## config.mk

```make
export PLATFORM = sky130hd
export DESIGN_NAME = rca64_seq_wrapper
export DESIGN_NICKNAME = d
export VERILOG_FILES = /design/src/rtl/rca64_pkg.sv /design/src/rtl/Ripple_Carry_Addr_64bit.sv /design/src/rtl/rca64_seq_wrapper.sv
export SDC_FILE = /design/constraint.sdc
export NUM_CORES = 1
export LEC_CHECK = 0
export CAP_MARGIN = 20
export CORE_MARGIN = 1
export CORE_UTILIZATION = 40
export CTS_CLUSTER_SIZE = 14
export DETAILED_ROUTE_END_ITERATION = 8
export DONT_BUFFER_PORTS = 1
export GPL_TIMING_DRIVEN = 1
export PLACE_DENSITY_LB_ADDON = 0.05
export SLEW_MARGIN = 20
export SYNTH_ARGS = -nofsm -noshare
export SYNTH_HDL_FRONTEND = slang
export SYNTH_HIERARCHICAL = 1
export SYNTH_SLANG_ARGS = --single-unit
export TNS_END_PERCENT = 10
```

## constraint.sdc

```tcl
create_clock -name clk -period 29.4 [get_ports clk]
set_input_delay 5.88 -clock clk [delete_from_list [all_inputs] [get_ports clk]]
set_output_delay 5.88 -clock clk [all_outputs]
set_load 0.005 [all_outputs]
```

## src/rtl/rca64_pkg.sv

```systemverilog
// rca64_pkg: shared width, settle-counter width and FSM encoding for the rca64 wrapper
package rca64_pkg;
  localparam int RCA64_W = 64;
  localparam int CNT_W = 4;
  typedef enum logic [1:0] {IDLE = 2'd0, SETTLE = 2'd1, DONE = 2'd2} rca64_state_t;
endpackage

```

## src/rtl/Ripple_Carry_Addr_64bit.sv

```systemverilog
// Ripple_Carry_Addr_64bit: combinational 64-bit ripple-carry adder, one full adder per bit
module Ripple_Carry_Addr_64bit (
  input  logic [63:0] A,
  input  logic [63:0] B,
  input  logic        cin,
  output logic [63:0] S,
  output logic        cout
);
  logic [64:0] c;
  assign c[0] = cin;
  for (genvar i = 0; i < 64; i++) begin : g_fa
    assign S[i]   = A[i] ^ B[i] ^ c[i];
    assign c[i+1] = (A[i] & B[i]) | (c[i] & (A[i] ^ B[i]));
  end
  assign cout = c[64];
endmodule

```

## src/rtl/rca64_seq_wrapper.sv

```systemverilog
// rca64_seq_wrapper: handshaked, registered add/subtract around Ripple_Carry_Addr_64bit
// Optional signed-overflow output out_ovf enabled by RCA64_OVF_EN.
module rca64_seq_wrapper
  import rca64_pkg::*;
#(
  parameter int WIDTH = RCA64_W,
  parameter int SETTLE_CYCLES = 2
) (
  input  logic             clk,
  input  logic             rst,
  input  logic             in_valid,
  output logic             in_ready,
  input  logic [WIDTH-1:0] in_a,
  input  logic [WIDTH-1:0] in_b,
  input  logic             in_cin,
  input  logic             in_sub,
  output logic             out_valid,
  input  logic             out_ready,
  output logic [WIDTH-1:0] out_sum,
`ifdef RCA64_OVF_EN
  output logic             out_ovf,
`endif
  output logic             out_cout
);
  rca64_state_t state, state_n;
  logic [WIDTH-1:0] a_q, b_q, add_b, s;
  logic cin_q, sub_q, add_cin, cout;
  logic [CNT_W-1:0] cnt;
  // subtract is A + ~B + 1, so the latched carry-in is overridden
  assign add_b = sub_q ? ~b_q : b_q;
  assign add_cin = sub_q | cin_q;
  Ripple_Carry_Addr_64bit u_add (.A(a_q), .B(add_b), .cin(add_cin), .S(s), .cout(cout));
  always_comb begin
    in_ready = state == IDLE;
    out_valid = state == DONE;
    state_n = state == IDLE   ? (in_valid ? SETTLE : IDLE) :
              state == SETTLE ? (cnt == '0 ? DONE : SETTLE) :
              state == DONE   ? (out_ready ? IDLE : DONE) : IDLE;
  end
  always_ff @(posedge clk) state <= rst ? IDLE : state_n;
  always_ff @(posedge clk) begin
    if (rst) begin
      a_q <= '0;
      b_q <= '0;
      cin_q <= 1'b0;
      sub_q <= 1'b0;
      cnt <= '0;
      out_sum <= '0;
      out_cout <= 1'b0;
`ifdef RCA64_OVF_EN
      out_ovf <= 1'b0;
`endif
    end else if (state == IDLE && in_valid) begin
      a_q <= in_a;
      b_q <= in_b;
      cin_q <= in_cin;
      sub_q <= in_sub;
      cnt <= CNT_W'(SETTLE_CYCLES - 1);
    end else if (state == SETTLE) begin
      if (cnt != '0) cnt <= cnt - CNT_W'(1);
      else begin
        out_sum <= s;
        out_cout <= cout;
`ifdef RCA64_OVF_EN
        out_ovf <= (a_q[WIDTH-1] == add_b[WIDTH-1]) && (s[WIDTH-1] != a_q[WIDTH-1]);
`endif
      end
    end
  end
endmodule

```

==> results of run 1 <==
-- sequential cells by signal (all words and copies together) (netlist names) --
register	count
a_q	64
b_q	64
cin_q	1
cnt	4
out_cout	1
out_sum	64
state	2
sub_q	1
-- placed cells by master (no fill, tap or decap), types with 2 or more instances in the layout --
master / synthesis / layout
a21oi_1: 197 / 197
nand2_2: 14 / 14
clkbuf_8: 0 / 7
clkinv_2: 0 / 3
clkbuf_1: 46 / 4
nand4b_1: 2 / 2
nand3_1: 66 / 66
a211oi_1: 2 / 2
fa_1: 64 / 64
clkbuf_16: 0 / 25
nand2_1: 246 / 246
xor2_1: 64 / 64
dfxtp_1: 201 / 200
buf_4: 11 / 8
o21ai_0: 47 / 47
nor2_1: 6 / 6
o21ai_1: 20 / 20
bufinv_16: 0 / 2
inv_1: 14 / 14
-- logic make-up (layout without fill, tap and decap cells) --
family | count (synthesis) | count (layout) | share of synthesized area
buffers and inverters | 104 | 64 | 0.0605
adder cells (fa/ha/maj) | 65 | 65 | 0.140
XOR/XNOR | 64 | 64 | 0.0605
AO/OA/AOI/OAI | 270 | 270 | 0.148
flip-flops | 201 | 201 | 0.434
AND/OR/NAND/NOR | 344 | 344 | 0.157
-- through the flow --
stage | instances | hold slack [ns]
3_3_place_gp | 1251 | 0.438
5_1_grt | 1293 | 0.468
4_1_cts | 1293 | 0.449
6_report | 1293 | 0.450
2_1_floorplan | 1048 | 0.431
3_5_place_dp | 1251 | 0.441
-- cell usage after synthesis (all sizes together), types with 2 or more instances --
cell / n
a211oi: 2
a21oi: 197
buf: 44
clkbuf: 46
dfxtp: 201
fa: 64
inv: 14
nand2: 260
nand3: 66
nand4b: 2
nor2: 6
nor2b: 2
nor3b: 2
o21ai: 67
or3b: 2
xor2: 64
-- worst max-delay path: cells and delay by family, from the launching register on --
kind,cells,cell delay (ns)
XOR/XNOR,1,0.20
AO/OA/AOI/OAI,1,0.14
adder cells (fa/ha/maj),63,24.65
flip-flops,1,0.51
AND/OR/NAND/NOR,1,0.06
buffers and inverters,5,0.94
-- power by group --
group	internal, mW	switching, mW
Sequential	0.292	0.0156
Clock	0.189	0.112
Combinational	0.0317	0.0623
-- metal layers --
metal	global-route usage	vias to the layer above	wire length, um
met5	0	-	0
met3	0.0359	37	1230
met2	0.298	158	9980
li1	-	3324	-
met1	0.276	3165	11000
met4	0.0500	0	442
-- area by class of cell --
type | instances | area [um2] | area share
Clock buffer | 36 | 737 | 0.0735
Multi-Input combinational cell | 743 | 4710 | 0.470
Inverter | 14 | 52.6 | 0.00524
Sequential cell | 201 | 4030 | 0.402
Tap cell | 285 | 357 | 0.0356
Timing Repair Buffer | 8 | 60.1 | 0.00599
Clock inverter | 6 | 82.6 | 0.00824
-- final timing paths --
| check | start | to | slack, ns | cells after the start |
|---|---|---|---|---|
| min reg2reg | cin_q$_SDFFE_PP0P_ | cin_q$_SDFFE_PP0P_ | 0.45 | 2 |
| max reg2reg | sub_q$_SDFFE_PP0P_ | out_sum[63]$_SDFFE_PP0P_ | 2.79 | 71 |
| min | cin_q$_SDFFE_PP0P_ | cin_q$_SDFFE_PP0P_ | 0.45 | 2 |
| max | sub_q$_SDFFE_PP0P_ | out_sum[63]$_SDFFE_PP0P_ | 2.79 | 71 |
==> impl_results.md, run 1 <==
- Worst slew pin tran: 1.05 ns
- Setup ws final: 2.79 ns
- 1st-pass router iterations: 4
- Slowest stage delay, CP: approximately 0.67 ns
- Fin crit period: 26.61 ns
- Post-synthesis cell type count: 30
- Worst path slowest cell: buf_4
- Antenna diodes: 0
- Post-Route WL: 22600 um
- LEAKAGE: roughly 4 nW
- Worst Path Class, Setup: reg2reg
- Initial cell density of the core: 0.408
- Filler cells: between 2000 and 2500
- Core footprint: 22700 um2
- Synth Warn #: 6
- First-pass GRT wire length: 36700 um
- Async SR Flop Fraction: 0
- I/O Pins: between 200 and 250
- Share of layout cells above drive strength 1: 0.0685
- Hpwl dp: 14100 um
- WP data required: 29.83 ns
- Post-route cell area: 10000 um2
- Die H: between 150 and 200 um
- Vias in the first global route: about 6700
- Residual DRC: 0
- Period utilization: 0.905
- Status: finished, final reports clean
- GRT Overall Usage: 0.193
- Placement Setup Slack: 2.70 ns
- RSZ-0062 raised after global routing: false
- 1st-iter DRT viols: approximately 290
- Max-slew violation count: 0
- Area grow syn2layout: 8.15%
- Pwr Total: 0.703 mW
- Post-synthesis sequential area ratio: 0.434
- Die width: 154 um
- Largest area contributor in the netlist: dfxtp_1
- Post-synth EDFFs: 0
- # resized after CTS: 0
- Root Buffer: clkbuf_16
- PortBufs: 0
- Setup_tns: 0 ns
- Clk slew on worst S/H paths: 0.06 ns
- Mean Syn Cell Area: just under 9 um2
- Count of final setup violators: 0
- Die area: 23800 um2
- Max_cap viols: 0
- Routed WL per cell: approximately 17 um
- Post-DRT Antenna Nets: 0
- Fmax: 0.0376 GHz
- Crit path DAT: 27.04 ns
- Placed cell areas: 9200 um2
- VDD IR max: 0.0355 mV
- Initial antenna violation count: 0
- Top cells by area, synth: dfxtp_1 (43%), fa_1 (14%), a21oi_1 (11%), nand2_1 (10%), xor2_1 (6.0%)
- Max FO, Critical Path: 50
- CTS tree: done
- CTS Buffer Depth: 3
- H-Tree Depth: 1
- Largest net degree at the start of global routing: 202
- Cts hold-fix bufs: 0
- Critical path endpoint category: register
- Global route overflow: 0
- Clock buffer count from CTS: 24
- Path type of the worst min-delay path: reg2reg
- Clock sinks: approximately 200
- Final hold violations: 0
- Mapped cell area: 9270 um2
- Fin util: 0.441
- Post-synthesis sequential element count: 201
- Postcts setup bufs: 0
- Vias: about 6700
- Leading register cell type out of synthesis: dfxtp_1
- PwrDens: 70.1 nW/um2
- Post-DR vias/cell: 5.17
- Most common cell on crit path: fa_1
- Share of the synthesized area in the top cell type: 0.434
- Syn Nets: approximately 1200
- Cells after Synth: about 1000
- Clk_skew: approximately 0.010 ns
- Setup crit start kind: register
- Slew HR: 0.300
- Rows: 55
- Gpl congestion: 0.712
- Worst skew pair latency: about 0.5 ns
- Final #Nets: about 1200
(Power assumes the default switching activity.)
==> run 2, diff against run 1 <==
--- a/config.mk
+++ b/config.mk
@@ -8,6 +8,7 @@
 export CAP_MARGIN = 20
 export CORE_MARGIN = 1
 export CORE_UTILIZATION = 40
+export CTS_CLUSTER_DIAMETER = 150
 export CTS_CLUSTER_SIZE = 14
 export DETAILED_ROUTE_END_ITERATION = 8
 export DONT_BUFFER_PORTS = 1
@@ -16,6 +17,5 @@
 export SLEW_MARGIN = 20
 export SYNTH_ARGS = -nofsm -noshare
 export SYNTH_HDL_FRONTEND = slang
-export SYNTH_HIERARCHICAL = 1
 export SYNTH_SLANG_ARGS = --single-unit
 export TNS_END_PERCENT = 10
==> constraint.sdc (replaced) <==
create_clock -name clk -period 21.7 [get_ports clk]
set_input_delay 4.34 -clock clk [delete_from_list [all_inputs] [get_ports clk]]
set_output_delay 4.34 -clock clk [all_outputs]
set_load 0.005 [all_outputs]
==> run 2 against run 1 <==
  * The run now ends with negative setup slack left
  * Clock power is 3% lower
  * Maximum frequency grew 15%
  * Setup slack got worse by 4.2 ns
  * Power is 19% higher
  * Global-route usage down 2.4 points
==> impl_results.md, run 2 <==
- Hpwl dp: 13700 um (-3.1%)
- Crit path DAT: 23.44 ns (-3.60 ns)
- Multi-input gate area: 5240 um2 (+11%)
- Routed WL per cell: 15.4 um (-12%)
- Syn Nets: 1283 (+2.9%)
- Share of layout cells above drive strength 1: 0.126 (+0.0574)
- Seq. cell area: 4030 um2 (about the same)
- Worst Path Class, Setup: reg2reg
- Max FO, Critical Path: 4 (-92%)
- Largest area contributor in the netlist: dfxtp_1
- Clk slew on worst S/H paths: 0.07 ns (about the same)
- Post-DRT Antenna Nets: 0 (unchanged)
- Global route overflow: 0 (unchanged)
- R2R Setup Slk: -1.39 ns (-4.19 ns)
- First-pass GRT wire length: 33200 um (-9.5%)
- Period utilization: 1.06 (+0.159)
- Cts hold-fix bufs: 0 (unchanged)
- Die area: 24900 um2 (+4.8%)
- Most frequent cells in the layout: nand2_1 (261), dfxtp_1 (199), a21oi_1 (132), inv_1 (66)
- Die H: 158 um (+2.4%)
- Root Buffer: clkbuf_16
- Max-slew violation count: 0 (unchanged)
- Setup ws final: -1.39 ns (-4.19 ns)
- PortBufs: 0 (unchanged)
- Non-Filler Instances: 1360 (+5.2%)
- Post-synthesis sequential element count: 201 (unchanged)
- Status: finished with violations
- CTS Buffer Depth: 3 (unchanged)
- Antenna diodes: 0 (unchanged)
- Complex-gate fraction of the synthesized area: 0.0732 (-0.0750)
- Worst R2R Path Depth: 71 (unchanged)
- Initial antenna violation count: 0 (unchanged)
- Slew HR: 0.437 (+0.137)
- H-Tree Depth: 1 (unchanged)
- CTS tree: done
- Vias in the first global route: 6355 (-5.2%)
- Clock buffer count from CTS: 18 (-25%)
- Synth Warn #: 0 (-6)
- Post-synthesis mux area share: 0.0758 (+0.0758)
- Post-Route WL: 21000 um (-7.2%)
- Critical path endpoint category: register
- Fmax: 0.0433 GHz (+15%)
- Synth top cells by count: nand2_1 (261), dfxtp_1 (201), a21oi_1 (132)
- Final #Nets: 1239 (+4.0%)
- I/O Pins: 201 (unchanged)
- Cells after Synth: 1084 (+3.4%)
- WHS Endpoint: a_q[58]$_SDFFE_PP0P_
- Clock sinks: 201 (unchanged)
- Path type of the worst min-delay path: reg2reg
- Clk_skew: 0.0142 ns (+0.00375 ns)
- Fin crit period: 23.09 ns (-3.51 ns)
- Filler cells: 2437 (+4.8%)
- Post-route cell area: 10500 um2 (+4.6%)
- Gpl congestion: 0.711 (about the same)
- Adder-cell area share of the yosys netlist: 0.133 (-0.00654)
- Vias: 6414 (-4.0%)
- Slowest stage delay, CP: 0.40 ns (-0.27 ns)
- Leading register cell type out of synthesis: dfxtp_1
- 1st-pass router iterations: 7 (+3)
- Placed cell areas: 9980 um2 (+8.4%)
- Largest family of logic cells by synthesized area: simple AND/OR/NAND/NOR gates
- PwrDens: 79.9 nW/um2 (+14%)
- Post-synthesis sequential area ratio: 0.414 (-0.0203)
- Violated checks: negative setup slack
- Largest registers: a_q: 64 flops, b_q: 64 flops, out_sum: 64 flops
- Top cells by area, synth: dfxtp_1 (41%), fa_1 (13%), nand2_1 (10%), a21oi_1 (6.8%), xnor2_1 (5.5%)
- Setup_tns: -5.30 ns (-5.30 ns)
- Initial cell density of the core: 0.411 (+0.00246)
- Worst hold path depth: 2 (unchanged)
- Die width: 158 um (+2.4%)
- Worst R2R End: out_sum[63]$_SDFFE_PP0P_
- Residual DRC: 0 (unchanged)
- 1st-iter DRT viols: 291 (+0.69%)
- Area grow syn2layout: 7.88%
- Core footprint: 23700 um2 (+4.3%)
- Share of the synthesized area in the top cell type: 0.414 (-0.0203)
- Most common cell on crit path: fa_2
- VDD IR max: 0.0566 mV (+59%)
- Post-synthesis cell type count: 35 (+17%)
- Beginning of the worst hold path: a_q[58]$_SDFFE_PP0P_
- Leading cell type in the layout, fill and taps excluded: nand2_1
- Max_cap viols: 0 (unchanged)
- GRT Overall Usage: 0.169 (-0.0237)
- Post-DR vias/cell: 4.72 (-8.8%)
- Mean Syn Cell Area: 8.97 um2 (+1.4%)
- Post-synth EDFFs: 0 (unchanged)
- Count of final setup violators: 6 (+6)
- LEAKAGE: 3.65 nW (-10%)
- Pwr Total: 0.838 mW (+19%)
- Rows: 56 (+1.8%)
- Xor-xnor portion of the synthesized cell area: 0.0577 (-0.00283)
- Worst path slowest cell: fa_1
- Async SR Flop Fraction: 0 (unchanged)
- Final hold violations: 0 (unchanged)
- Most used standard cell by instance count after synthesis: nand2_1
- WP data required: 22.05 ns (-7.78 ns)
- Hold_ws: 0.453 ns (+0.00385 ns)
- Setup crit start kind: register
- Mapped cell area: 9720 um2 (+4.9%)
- Worst skew pair latency: 0.48 ns (-0.03 ns)
- Total placed cells including tap cells: 1338 (+7.0%)
- Reg-to-reg startpoint: sub_q$_SDFFE_PP0P_
- Simple-gate portion of the synthesized area: 0.182 (+0.0253)
- RSZ-0062 raised after global routing: true
- Worst slew pin tran: 0.844 ns (-0.206 ns)
- Largest net degree at the start of global routing: 267 (+32%)
==> run 2: layout make-up <==
| class | count | area share |
|---|---|---|
| tap | 319 | 0.0381 |
| timing repair buffer | 10 | 0.00716 |
| inverter | 67 | 0.0240 |
| multi-input combinational | 742 | 0.500 |
| clock inverter | 1 | 0.00107 |
| sequential | 201 | 0.384 |
| clock buffer | 20 | 0.0457 |
==> run 2: power breakdown <==
part,leakage (nW),switching (mW),internal [mW]
combinational,1.77,0.0758,0.0569
sequential,1.64,0.0169,0.395
clock,0.241,0.137,0.156
total,3.65,0.230,0.608
==> run 2: cell families (layout without fill, tap and decap cells) <==
logic type	after synthesis	count (layout)
DFF	201	201
and+or+nand+nor	409	409
muxes	66	66
AOI/OAI and AO/OA	138	138
xor gates and xnor gates	64	64
buffers and inverters	141	98
adders and majority gates	65	65
==> run 2: timing repair <==
action | in CTS | in global routing
endpoints found under the setup margin | 7 | 8
resized for setup | 4 | 2
pin swaps | 1 | 0
buffers inserted | 1 | 0
==> run 2: critical path, delay by kind of cell, from the launching register on <==
kind                     cells  cell delay (ns)
adder cells (fa/ha/maj)     64            22.07
flip-flops                   1             0.37
buffers and inverters        4             0.24
XOR/XNOR                     1             0.16
AND/OR/NAND/NOR              1             0.08
multiplexers                 1             0.06
==> run 2: worst max path at each step <==
stage	slack (ns)	end	depth (start not counted)	from
CTS	-1.50	out_sum[63]$_SDFFE_PP0P_	71	sub_q$_SDFFE_PP0P_
detailed placement	-1.54	out_sum[63]$_SDFFE_PP0P_	71	sub_q$_SDFFE_PP0P_
finish	-1.39	out_sum[63]$_SDFFE_PP0P_	71	sub_q$_SDFFE_PP0P_
floorplan	-0.98	out_sum[63]$_SDFFE_PP0P_	73	sub_q$_SDFFE_PP0P_
global route	-2.02	out_sum[63]$_SDFFE_PP0P_	71	sub_q$_SDFFE_PP0P_
global placement	-1.44	out_sum[63]$_SDFFE_PP0P_	71	sub_q$_SDFFE_PP0P_
==> run 2: metrics by stage <==
stage               utilization  worst slack [ns]
floorplan                     -            -0.977
global placement          0.421             -1.44
detailed placement        0.421             -1.54
CTS                       0.443             -1.50
global route              0.443             -2.02
finish                    0.443             -1.39
==> run 2: layer usage <==
| layer | up-vias | routed length, um | part of all wire | track usage |
|---|---|---|---|---|
| met5 | - | 0 | 0 | 0 |
| li1 | 3283 | - | - | - |
| met3 | 21 | 1230 | 0.059 | 0.0350 |
| met4 | 0 | 369 | 0.018 | 0.0421 |
| met1 | 2975 | 10000 | 0.48 | 0.233 |
| met2 | 135 | 9390 | 0.45 | 0.270 |
